==> config.mk <==
export PLATFORM = sky130hd
export DESIGN_NAME = eth_cmd_sequencer
export DESIGN_NICKNAME = d
export VERILOG_FILES = /design/src/rtl/eth_cmd_sequencer.sv
export SDC_FILE = /design/constraint.sdc
export NUM_CORES = 1
export LEC_CHECK = 0
export BUFFER_PORTS_ARGS = -buffer_cell sky130_fd_sc_hd__buf_2
export CAP_MARGIN = 5
export CORE_MARGIN = 5
export CORE_UTILIZATION = 56
export CTS_BUF_LIST = sky130_fd_sc_hd__clkbuf_4
export DETAILED_ROUTE_END_ITERATION = 7
export MAX_ROUTING_LAYER = met4
export PLACE_DENSITY = 0.82
export REMOVE_ABC_BUFFERS = 1
export SLEW_MARGIN = 10
export SYNTH_ARGS = -nofsm -noshare
export SYNTH_HDL_FRONTEND = slang
export SYNTH_SLANG_ARGS = --single-unit
==> constraint.sdc <==
create_clock -name clock -period 2.5 [get_ports clock]
set_clock_uncertainty 0.05 [all_clocks]
set_input_delay 0.5 -clock clock [delete_from_list [all_inputs] [get_ports clock]]
set_output_delay 0.5 -clock clock [all_outputs]
set_load 0.05 [all_outputs]
==> src/rtl/eth_cmd_sequencer.sv <==
// eth_cmd_sequencer: edge-detects header-decoder strobes and runs the IDLE/ARMED/RUN/DRAIN acquisition FSM.
// It also routes data packets to the payload handler. Define CMD_SEQ_WDOG_EN to build the sync-loss frame watchdog.

module eth_cmd_sequencer #(
    parameter logic [31:0] WDOG_CYCLES = 32'd1_000_000,
    parameter int unsigned CNT_W       = 16
) (
    input  logic             clock,
    input  logic             sclr_n,
    input  logic             is_type_1,
    input  logic             is_type_2,
    input  logic             is_type_2_2,
    input  logic             is_start_signal,
    input  logic             is_stop_signal,
    input  logic             is_sync_signal,
    input  logic             handler_busy,
    output logic             acq_run,
    output logic             armed,
    output logic             sync_pulse,
    output logic             route_valid,
    output logic [1:0]       route_type,
    output logic             drop,
    output logic [CNT_W-1:0] drop_count,
    output logic             err_sync_lost
);

    typedef enum logic [1:0] {
        ST_IDLE,
        ST_ARMED,
        ST_RUN,
        ST_DRAIN
    } state_e;

    logic [5:0]       strb;
    logic [5:0]       strb_q;
    logic [5:0]       rise;
    logic             ev_stop;
    logic             ev_start;
    logic             ev_sync;
    logic             ev_data;
    logic [1:0]       data_type;
    logic             wdog_expired;

    state_e           state_q;
    logic             acq_run_q;
    logic             armed_q;
    logic             sync_pulse_q;
    logic             route_valid_q;
    logic [1:0]       route_type_q;
    logic             drop_q;
    logic [CNT_W-1:0] drop_count_q;
    logic             err_q;

    assign strb = {is_stop_signal, is_start_signal, is_sync_signal,
                   is_type_2_2, is_type_2, is_type_1};
    assign rise = strb & ~strb_q;

    // Only the highest-priority event survives: stop > start > sync > data.
    always_comb begin
        ev_stop   = rise[5];
        ev_start  = rise[4] & ~rise[5];
        ev_sync   = rise[3] & ~(|rise[5:4]);
        ev_data   = (|rise[2:0]) & ~(|rise[5:3]);
        data_type = 2'd2;
        if (rise[0]) begin
            data_type = 2'd0;
        end else if (rise[1]) begin
            data_type = 2'd1;
        end
    end

`ifdef CMD_SEQ_WDOG_EN
    logic [31:0] wdog_q;

    assign wdog_expired = (state_q == ST_RUN) && (wdog_q == 32'd0);

    // A sync always reloads, so it beats a simultaneous expiry.
    always_ff @(posedge clock) begin
        if (!sclr_n) begin
            wdog_q <= '0;
        end else if (ev_sync && (state_q == ST_ARMED || state_q == ST_RUN)) begin
            wdog_q <= WDOG_CYCLES - 32'd1;
        end else if (state_q == ST_RUN && !ev_stop && !wdog_expired) begin
            wdog_q <= wdog_q - 32'd1;
        end else begin
            wdog_q <= '0;
        end
    end
`else
    logic unused_wdog_cfg;

    assign unused_wdog_cfg = ^WDOG_CYCLES;
    assign wdog_expired    = 1'b0;
`endif

    // NOTE: the edge registers are reset too, so a strobe still high after reset reads as a fresh event.
    always_ff @(posedge clock) begin
        if (!sclr_n) begin
            strb_q        <= '0;
            state_q       <= ST_IDLE;
            acq_run_q     <= 1'b0;
            armed_q       <= 1'b0;
            sync_pulse_q  <= 1'b0;
            route_valid_q <= 1'b0;
            route_type_q  <= 2'd0;
            drop_q        <= 1'b0;
            drop_count_q  <= '0;
            err_q         <= 1'b0;
        end else begin
            strb_q        <= strb;
            sync_pulse_q  <= 1'b0;
            route_valid_q <= 1'b0;
            drop_q        <= 1'b0;

            if (ev_data) begin
                if (state_q == ST_RUN && !handler_busy) begin
                    route_valid_q <= 1'b1;
                    route_type_q  <= data_type;
                end else begin
                    drop_q <= 1'b1;
                    if (drop_count_q != '1) begin
                        drop_count_q <= drop_count_q + CNT_W'(1);
                    end
                end
            end

            case (state_q)
                ST_IDLE: begin
                    if (ev_start) begin
                        state_q <= ST_ARMED;
                        armed_q <= 1'b1;
                        err_q   <= 1'b0;
                    end
                end
                ST_ARMED: begin
                    if (ev_stop) begin
                        state_q <= ST_IDLE;
                        armed_q <= 1'b0;
                    end else if (ev_sync) begin
                        state_q      <= ST_RUN;
                        armed_q      <= 1'b0;
                        acq_run_q    <= 1'b1;
                        sync_pulse_q <= 1'b1;
                    end
                end
                ST_RUN: begin
                    if (ev_stop) begin
                        state_q   <= ST_DRAIN;
                        acq_run_q <= 1'b0;
                    end else if (ev_sync) begin
                        sync_pulse_q <= 1'b1;
                    end else if (wdog_expired) begin
                        state_q   <= ST_IDLE;
                        acq_run_q <= 1'b0;
                        err_q     <= 1'b1;
                    end
                end
                ST_DRAIN: begin
                    if (!handler_busy) begin
                        state_q <= ST_IDLE;
                    end
                end
                default: begin
                    state_q   <= ST_IDLE;
                    acq_run_q <= 1'b0;
                    armed_q   <= 1'b0;
                end
            endcase
        end
    end

    assign acq_run       = acq_run_q;
    assign armed         = armed_q;
    assign sync_pulse    = sync_pulse_q;
    assign route_valid   = route_valid_q;
    assign route_type    = route_type_q;
    assign drop          = drop_q;
    assign drop_count    = drop_count_q;
    assign err_sync_lost = err_q;

endmodule

==> reports/qor.yml, run 1 <==
slowest_stage: "sky130_fd_sc_hd__or4_4"
clock_latency_ps: 330
path_class: "register to register"
synth_top_cell_by_area: "sky130_fd_sc_hd__dfxtp_1"
synth-edff-count: 0
io_buffer_count: 31
timing.critical_path.to_type: "register"
worst_setup_margin_ps: 137
worst_setup_path_startpoint: "state_q[0]"
largest_net_degree_at_the_start_of_global_routing: 24
rsz0062_at_grt: "no"
die_x_um: 62.5
cp_slowest_stage_delay_ps: 620
gr-usage-all-layers_pct: 17.9
path_max_fanout: 23
cts_max_path_buffers: 2
min-delay-path-class: "primary input to register"
drt-initial-drc-count: 66
post_cts.repair.setup_buffers: 0
reg2reg_from: "state_q[0]"
cell_count_of_the_worst_reg_to_reg_path: 6
cts.htree.levels: 2
met3_wirelength_um: 185
syn_area_per_cell_sq_um: 8.61
remaining_overflow_grt: 0
num_rows: 19
yosys-top-cells-area: "sky130_fd_sc_hd__dfxtp_1 (40%), sky130_fd_sc_hd__ha_1 (4.9%), sky130_fd_sc_hd__a21oi_1 (4.5%)"
ys.flop_type: "sky130_fd_sc_hd__dfxtp_1"
maxCapViolCount: 0
run_status: "complete, no violations"
antenna_cells_inserted: 0
via_count_of_the_first_global_routing_pass: 1350
detail_route.vias_per_cell: 5.82
finish.cell_count_without_fillers: 246
max_freq_ghz: 0.423
hold_slack_ps: 326
timing.critical_path.max_delay_family: "simple AND/OR/NAND/NOR gates"
syn_area_sq_um: 1540
cts_root_buf: "sky130_fd_sc_hd__clkbuf_4"
post_drt_wl_per_cell_um: 13.2
place_worst_setup_slack_ps: 115
start_util_pct: 57.4
timing.hold.worst.start: "is_type_2_2"
area_growth_syn_to_layout_pct: 15.7
detailed_place_hpwl_mm: 2.40
worstReg2RegEnd: "drop_count[14]"
cts-resized-gates: 0
cts_buffers: 5
report.final.setup_viol: 0
floorplan_core_area_sq_um: 2690
netlist.area_leader.share_pct: 40.3
min_delay_path_depth: 2
met2RoutedLength_mm: 1.54
gp_routability_congestion: 0.894
layout.nets: 229
design_power_total_mw: 1.07
route.top_layer_used: "met4"
clock_tree_from_tritoncts: "done"
final_layout_size_suffix_gt1_share_pct: 22.3
layout_min_cycle_time_ps: 2360
routed-via-count: 1432
power-per-cell-area_nw_per_um2: 598
place_inst: 238
ys_async_sr_fraction_pct: 0
synthDistinctLibCells: 38
ys_seq_area_share_pct: 40.3
crit_arrival_ps: 2570
irDropWorstVdd_uv: 563
reg2reg_setup_slack_ps: 140
crit_path_cell_trace: "inv_1 -> ha_1 -> nor2b_1 -> or4_4 -> or4_1 -> a21oi_1"
route.detailed.drc: 0
routed_wl_mm: 3.25
clk_pin_slew_worst_paths_ps: 90
static-leakage-power_nw: 0.725
ys.warnings.count: 0
design.portCount: 33
finalCritPeriodShare_pct: 94.5
drt-pass1-iter-count: 4
die_h_um: 62.5
start_kind: "register"
cp.required_ps: 2700
met1_length_mm: 1.46
antenna_found_initial: 0
syn-instance-count: 179
dieArea_sq_um: 3900
utilization_pct: 66.4
antenna_left: 0
flops_latches_synth: 31
max_slew_violations: 0
grt_first_pass_wirelength_mm: 5.62
crit_buf_inv: 1
hold_path_end: "strb_q[2]"
hold_viol_final: 0
clock_sink_total: 31
metal layers:
metal,vias up,global-route usage [%]
met4,0,7.69
li1,720,-
met2,32,28.9
met1,674,19.9
met3,6,6.29
met5,-,-
synthesized netlist by cell type, drive strengths merged (2+ instances only):
| master | n |
|---|---|
| dfxtp | 31 |
| a21oi | 14 |
| nand2 | 13 |
| nand3 | 11 |
| nor2 | 10 |
| nand2b | 8 |
| o31ai | 8 |
| or4 | 8 |
| and2 | 7 |
| mux2i | 7 |
| ha | 6 |
| nand4 | 6 |
| clkbuf | 5 |
| inv | 5 |
| nor2b | 5 |
| nor4 | 4 |
| o21ai | 4 |
| or3 | 4 |
| buf | 3 |
| nor3 | 3 |
| o21a | 3 |
| nor4b | 2 |
| or2 | 2 |
area by class of cell:
class,count,area (sq um)
Fill cell,220,902
Timing Repair Buffer,36,193
Clock inverter,2,7.51
Clock buffer,6,45.0
Tap cell,31,38.8
Inverter,6,22.5
Sequential cell,31,621
Multi-Input combinational cell,134,857
report_power, final:
group | total (mW) | internal (mW) | switching (mW)
clock network | 0.275 | 0.115 | 0.160
registers | 0.544 | 0.521 | 0.0232
logic | 0.248 | 0.0892 | 0.159
total | 1.07 | 0.725 | 0.342
cells in the final DEF (no fill, tap or decap), drive strengths merged, types with 2 or more instances in the layout:
cell type,n
nand3,11
nor4,4
or3,4
nor2b,5
clkbuf,6
buf,36
a21oi,14
nor2,10
o31ai,8
ha,6
o21a,3
or2,2
o21ai,4
mux2i,7
nand2,13
nand4,6
nor3,3
inv,5
or4,8
dfxtp,31
nor4b,2
clkinv,3
nand2b,8
and2,7
worst reg2reg max path, stage by stage (launching register included):
cell and delay (ps):
sky130_fd_sc_hd__dfxtp_1 410, sky130_fd_sc_hd__inv_1 110, sky130_fd_sc_hd__ha_1 240, sky130_fd_sc_hd__nor2b_1 170
sky130_fd_sc_hd__or4_4 620, sky130_fd_sc_hd__or4_1 540, sky130_fd_sc_hd__a21oi_1 160
through the flow:
stage | area (sq um) | setup TNS [ps]
finish | 1780 | 0
global placement | 1730 | 0
CTS | 1780 | 0
detailed placement | 1730 | 0
global route | 1780 | 0
floorplan | 1500 | -1970
registers in the layout, summed over array words and instances, names as in the netlist, named ones only:
name         count
drop_count      16
state_q          1
strb_q           6
sync_pulse       1
acq_run          1
route_type       2
drop             1
armed            1
route_valid      1
cell families (layout without fill, tap and decap cells):
group,count (synthesis),in the layout,share of synthesized area (%)
AOI/OAI and AO/OA,34,34,13.7
adders and majority gates,6,6,4.87
buffers and inverters,14,50,4.14
DFF,31,31,40.3
muxes,7,7,4.55
other,1,1,0.243
and+or+nand+nor,86,86,32.2
how the worst max path moves through the flow:
stage | endpoint | cells after the start
floorplan | drop_count[9] | 6
global placement | drop_count[15] | 6
detailed placement | drop_count[14] | 6
CTS | drop_count[14] | 6
global route | drop_count[14] | 6
finish | drop_count[14] | 6
repair_timing:
| action | CTS | global route |
|---|---|---|
| hold buffers | 0 | 0 |
| endpoints found under the hold margin | 0 | 0 |
| endpoints found under the setup margin | 0 | 2 |
No activity file was read; power rests on OpenSTA's default activity.
==> run 2, diff against run 1 <==
ABC_AREA = 1   (was unset)
CORE_UTILIZATION = 57   (was 56)
PLACE_DENSITY = 0.81   (was 0.82)
==> reports/qor.yml, run 2 <==
fillers: 271
reg2reg_from: "state_q[0]"
setup.worst_path.end: "drop_count[4]"
fin_setup_tns_ps: 0
ys_seq_area_share_pct: 34.7
clock_latency_ps: 340
synth.top_cells.by_count: "sky130_fd_sc_hd__nand2_1 (61), sky130_fd_sc_hd__dfxtp_1 (31), sky130_fd_sc_hd__nor2_1 (28), sky130_fd_sc_hd__inv_1 (25), sky130_fd_sc_hd__nand2_2 (13)"
syn-instance-count: 248
cp.required_ps: 2730
ys.warnings.count: 0
remaining_overflow_grt: 0
gr-usage-all-layers_pct: 18.9
timing.critical_path.to_type: "register"
hold_viol_final: 0
start_kind: "register"
design.portCount: 33
die_x_um: 66.0
cts.htree.levels: 2
ys.flop_type: "sky130_fd_sc_hd__dfxtp_1"
clk_pin_slew_worst_paths_ps: 100
drt-pass1-iter-count: 4
cts_hold_buf: 0
cts_max_path_buffers: 2
largest_register_ffs: 16
top_library_cells_by_usage_in_the_layout_fill_and_taps_aside: "sky130_fd_sc_hd__nand2_1 (61), sky130_fd_sc_hd__dfxtp_1 (31), sky130_fd_sc_hd__buf_2 (31)"
relSlewSlack_pct: 66.8
irDropWorstVdd_uv: 382
yosys-top-cells-area: "sky130_fd_sc_hd__dfxtp_1 (35%), sky130_fd_sc_hd__nand2_1 (13%), sky130_fd_sc_hd__nor2_1 (5.9%)"
ys_async_sr_fraction_pct: 0
reg2reg_setup_slack_ps: 530
layout_min_cycle_time_ps: 1970
cell_count_of_the_worst_reg_to_reg_path: 7
syn_area_per_cell_sq_um: 7.21
start_util_pct: 59.1
routed_wl_mm: 3.66
cts-resized-gates: 0
detail_route.vias_per_cell: 4.93
post_cts.repair.setup_buffers: 0
power-per-cell-area_nw_per_um2: 560
utilization_pct: 66.7
clock_sink_total: 31
mostFrequentLayoutCell: "sky130_fd_sc_hd__nand2_1"
run_status: "complete, no violations"
largest_net_degree_at_the_start_of_global_routing: 19
post_drt_wl_per_cell_um: 11.2
maxCapViolCount: 0
synth-edff-count: 0
synthDistinctLibCells: 34
syn_area_sq_um: 1790
max_slew_violations: 0
max_freq_ghz: 0.508
min-delay-path-class: "primary input to register"
report.final.setup_viol: 0
detailed_place_hpwl_mm: 2.71
via_count_of_the_first_global_routing_pass: 1430
routed-via-count: 1608
static-leakage-power_nw: 0.944
worst_setup_path_startpoint: "state_q[0]"
path_class: "register to register"
antenna_cells_inserted: 0
route.detailed.drc: 0
crit_arrival_ps: 2190
tightestPinTransition_ps: 497
multi_input_gate_area_sq_um: 1020
area_growth_syn_to_layout_pct: 12.8
gp_routability_congestion: 0.865
rsz0062_at_grt: "no"
io_buffer_count: 31
seq_area_sq_um: 621
final_layout_size_suffix_gt1_share_pct: 26.2
flops_latches_synth: 31
netlist.area_leader.share_pct: 34.7
die_h_um: 66.0
path_max_fanout: 17
synth_most_common_cell: "sky130_fd_sc_hd__nand2_1"
finalCritPeriodShare_pct: 78.8
hold_slack_ps: 299
dieArea_sq_um: 4360
grt_first_pass_wirelength_mm: 6.12
num_rows: 20
antenna_found_initial: 0
cts_root_buf: "sky130_fd_sc_hd__clkbuf_4"
worstReg2RegEnd: "drop_count[4]"
clock_tree_from_tritoncts: "done"
floorplan_core_area_sq_um: 3030
antenna_left: 0
drt-initial-drc-count: 84
cts_buffers: 5
synth_top_cell_by_area: "sky130_fd_sc_hd__dfxtp_1"
layout.nets: 296
run 2: cell types whose count changed after synthesis, moves of 6 or more:
cell and change:
sky130_fd_sc_hd__a21oi_2 +9, sky130_fd_sc_hd__and2_1 -7, sky130_fd_sc_hd__inv_1 +20, sky130_fd_sc_hd__mux2i_1 -7, sky130_fd_sc_hd__nand2_1 +48, sky130_fd_sc_hd__nand2_2 +13, sky130_fd_sc_hd__nand2b_1 -8, sky130_fd_sc_hd__nor2_1 +18
sky130_fd_sc_hd__o21ai_0 +6, sky130_fd_sc_hd__o21ai_1 +7, sky130_fd_sc_hd__o31ai_1 -8, sky130_fd_sc_hd__or4_1 -6
run 2: logic make-up (layout without fill, tap and decap cells):
| family | Yosys count | after routing | synth area share, % |
|---|---|---|---|
| AOI/OAI and AO/OA | 39 | 39 | 13.4 |
| buffers and inverters | 33 | 67 | 8.25 |
| xor gates and xnor gates | 7 | 7 | 3.43 |
| adders and majority gates | 6 | 6 | 4.20 |
| other | 1 | 1 | 0.210 |
| DFF | 31 | 31 | 34.7 |
| and+or+nand+nor | 131 | 131 | 35.9 |
run 2: worst min-delay path by stage:
stage	end	slack (ps)	from	cells past startpoint
after floorplan	route_type[0]	430	strb_q[1]	3
after global placement	armed	400	armed	2
after detailed placement	armed	400	armed	2
after CTS	strb_q[0]	290	is_type_1	3
after global routing	strb_q[0]	300	is_type_1	3
final	strb_q[0]	300	is_type_1	3
run 2: cell type report:
class	count	share of cell area, %
Multi-Input combinational cell	184	50.6
Timing Repair Buffer	32	8.06
Clock inverter	2	0.620
Sequential cell	31	30.8
Clock buffer	6	2.23
Tap cell	44	2.73
Inverter	27	5.02
run 2: routing by layer:
| metal | wire, um | vias to the layer above | track usage, % |
|---|---|---|---|
| li1 | - | 852 | - |
| met1 | 1730 | 715 | 22.5 |
| met2 | 1690 | 34 | 29.4 |
| met3 | 163 | 7 | 4.25 |
| met4 | 76 | 0 | 10.4 |
| met5 | 0 | - | - |
run 2: report_power, final:
part	leakage (nW)	switching (mW)	internal, mW
Sequential	0.252	0.0220	0.524
Combinational	0.660	0.200	0.0892
Clock	0.0317	0.177	0.119
run 2: stage by stage:
stage | cells | total power [mW] | cell area (sq um) | setup slack [ps]
floorplan | 242 | 0.775 | 1740 | 492
global placement | 318 | 0.838 | 1960 | 605
detailed placement | 318 | 0.846 | 1960 | 540
CTS | 326 | 1.14 | 2020 | 532
global route | 326 | 1.20 | 2020 | 317
finish | 326 | 1.13 | 2020 | 531
run 2: critical path: stages (launching register included):
cell and delay (ps):
sky130_fd_sc_hd__dfxtp_1 420, sky130_fd_sc_hd__inv_1 110, sky130_fd_sc_hd__ha_1 250, sky130_fd_sc_hd__nand2_1 140, sky130_fd_sc_hd__nand3_4 210, sky130_fd_sc_hd__nor2_4 460
sky130_fd_sc_hd__nand2_1 110, sky130_fd_sc_hd__a21oi_1 160
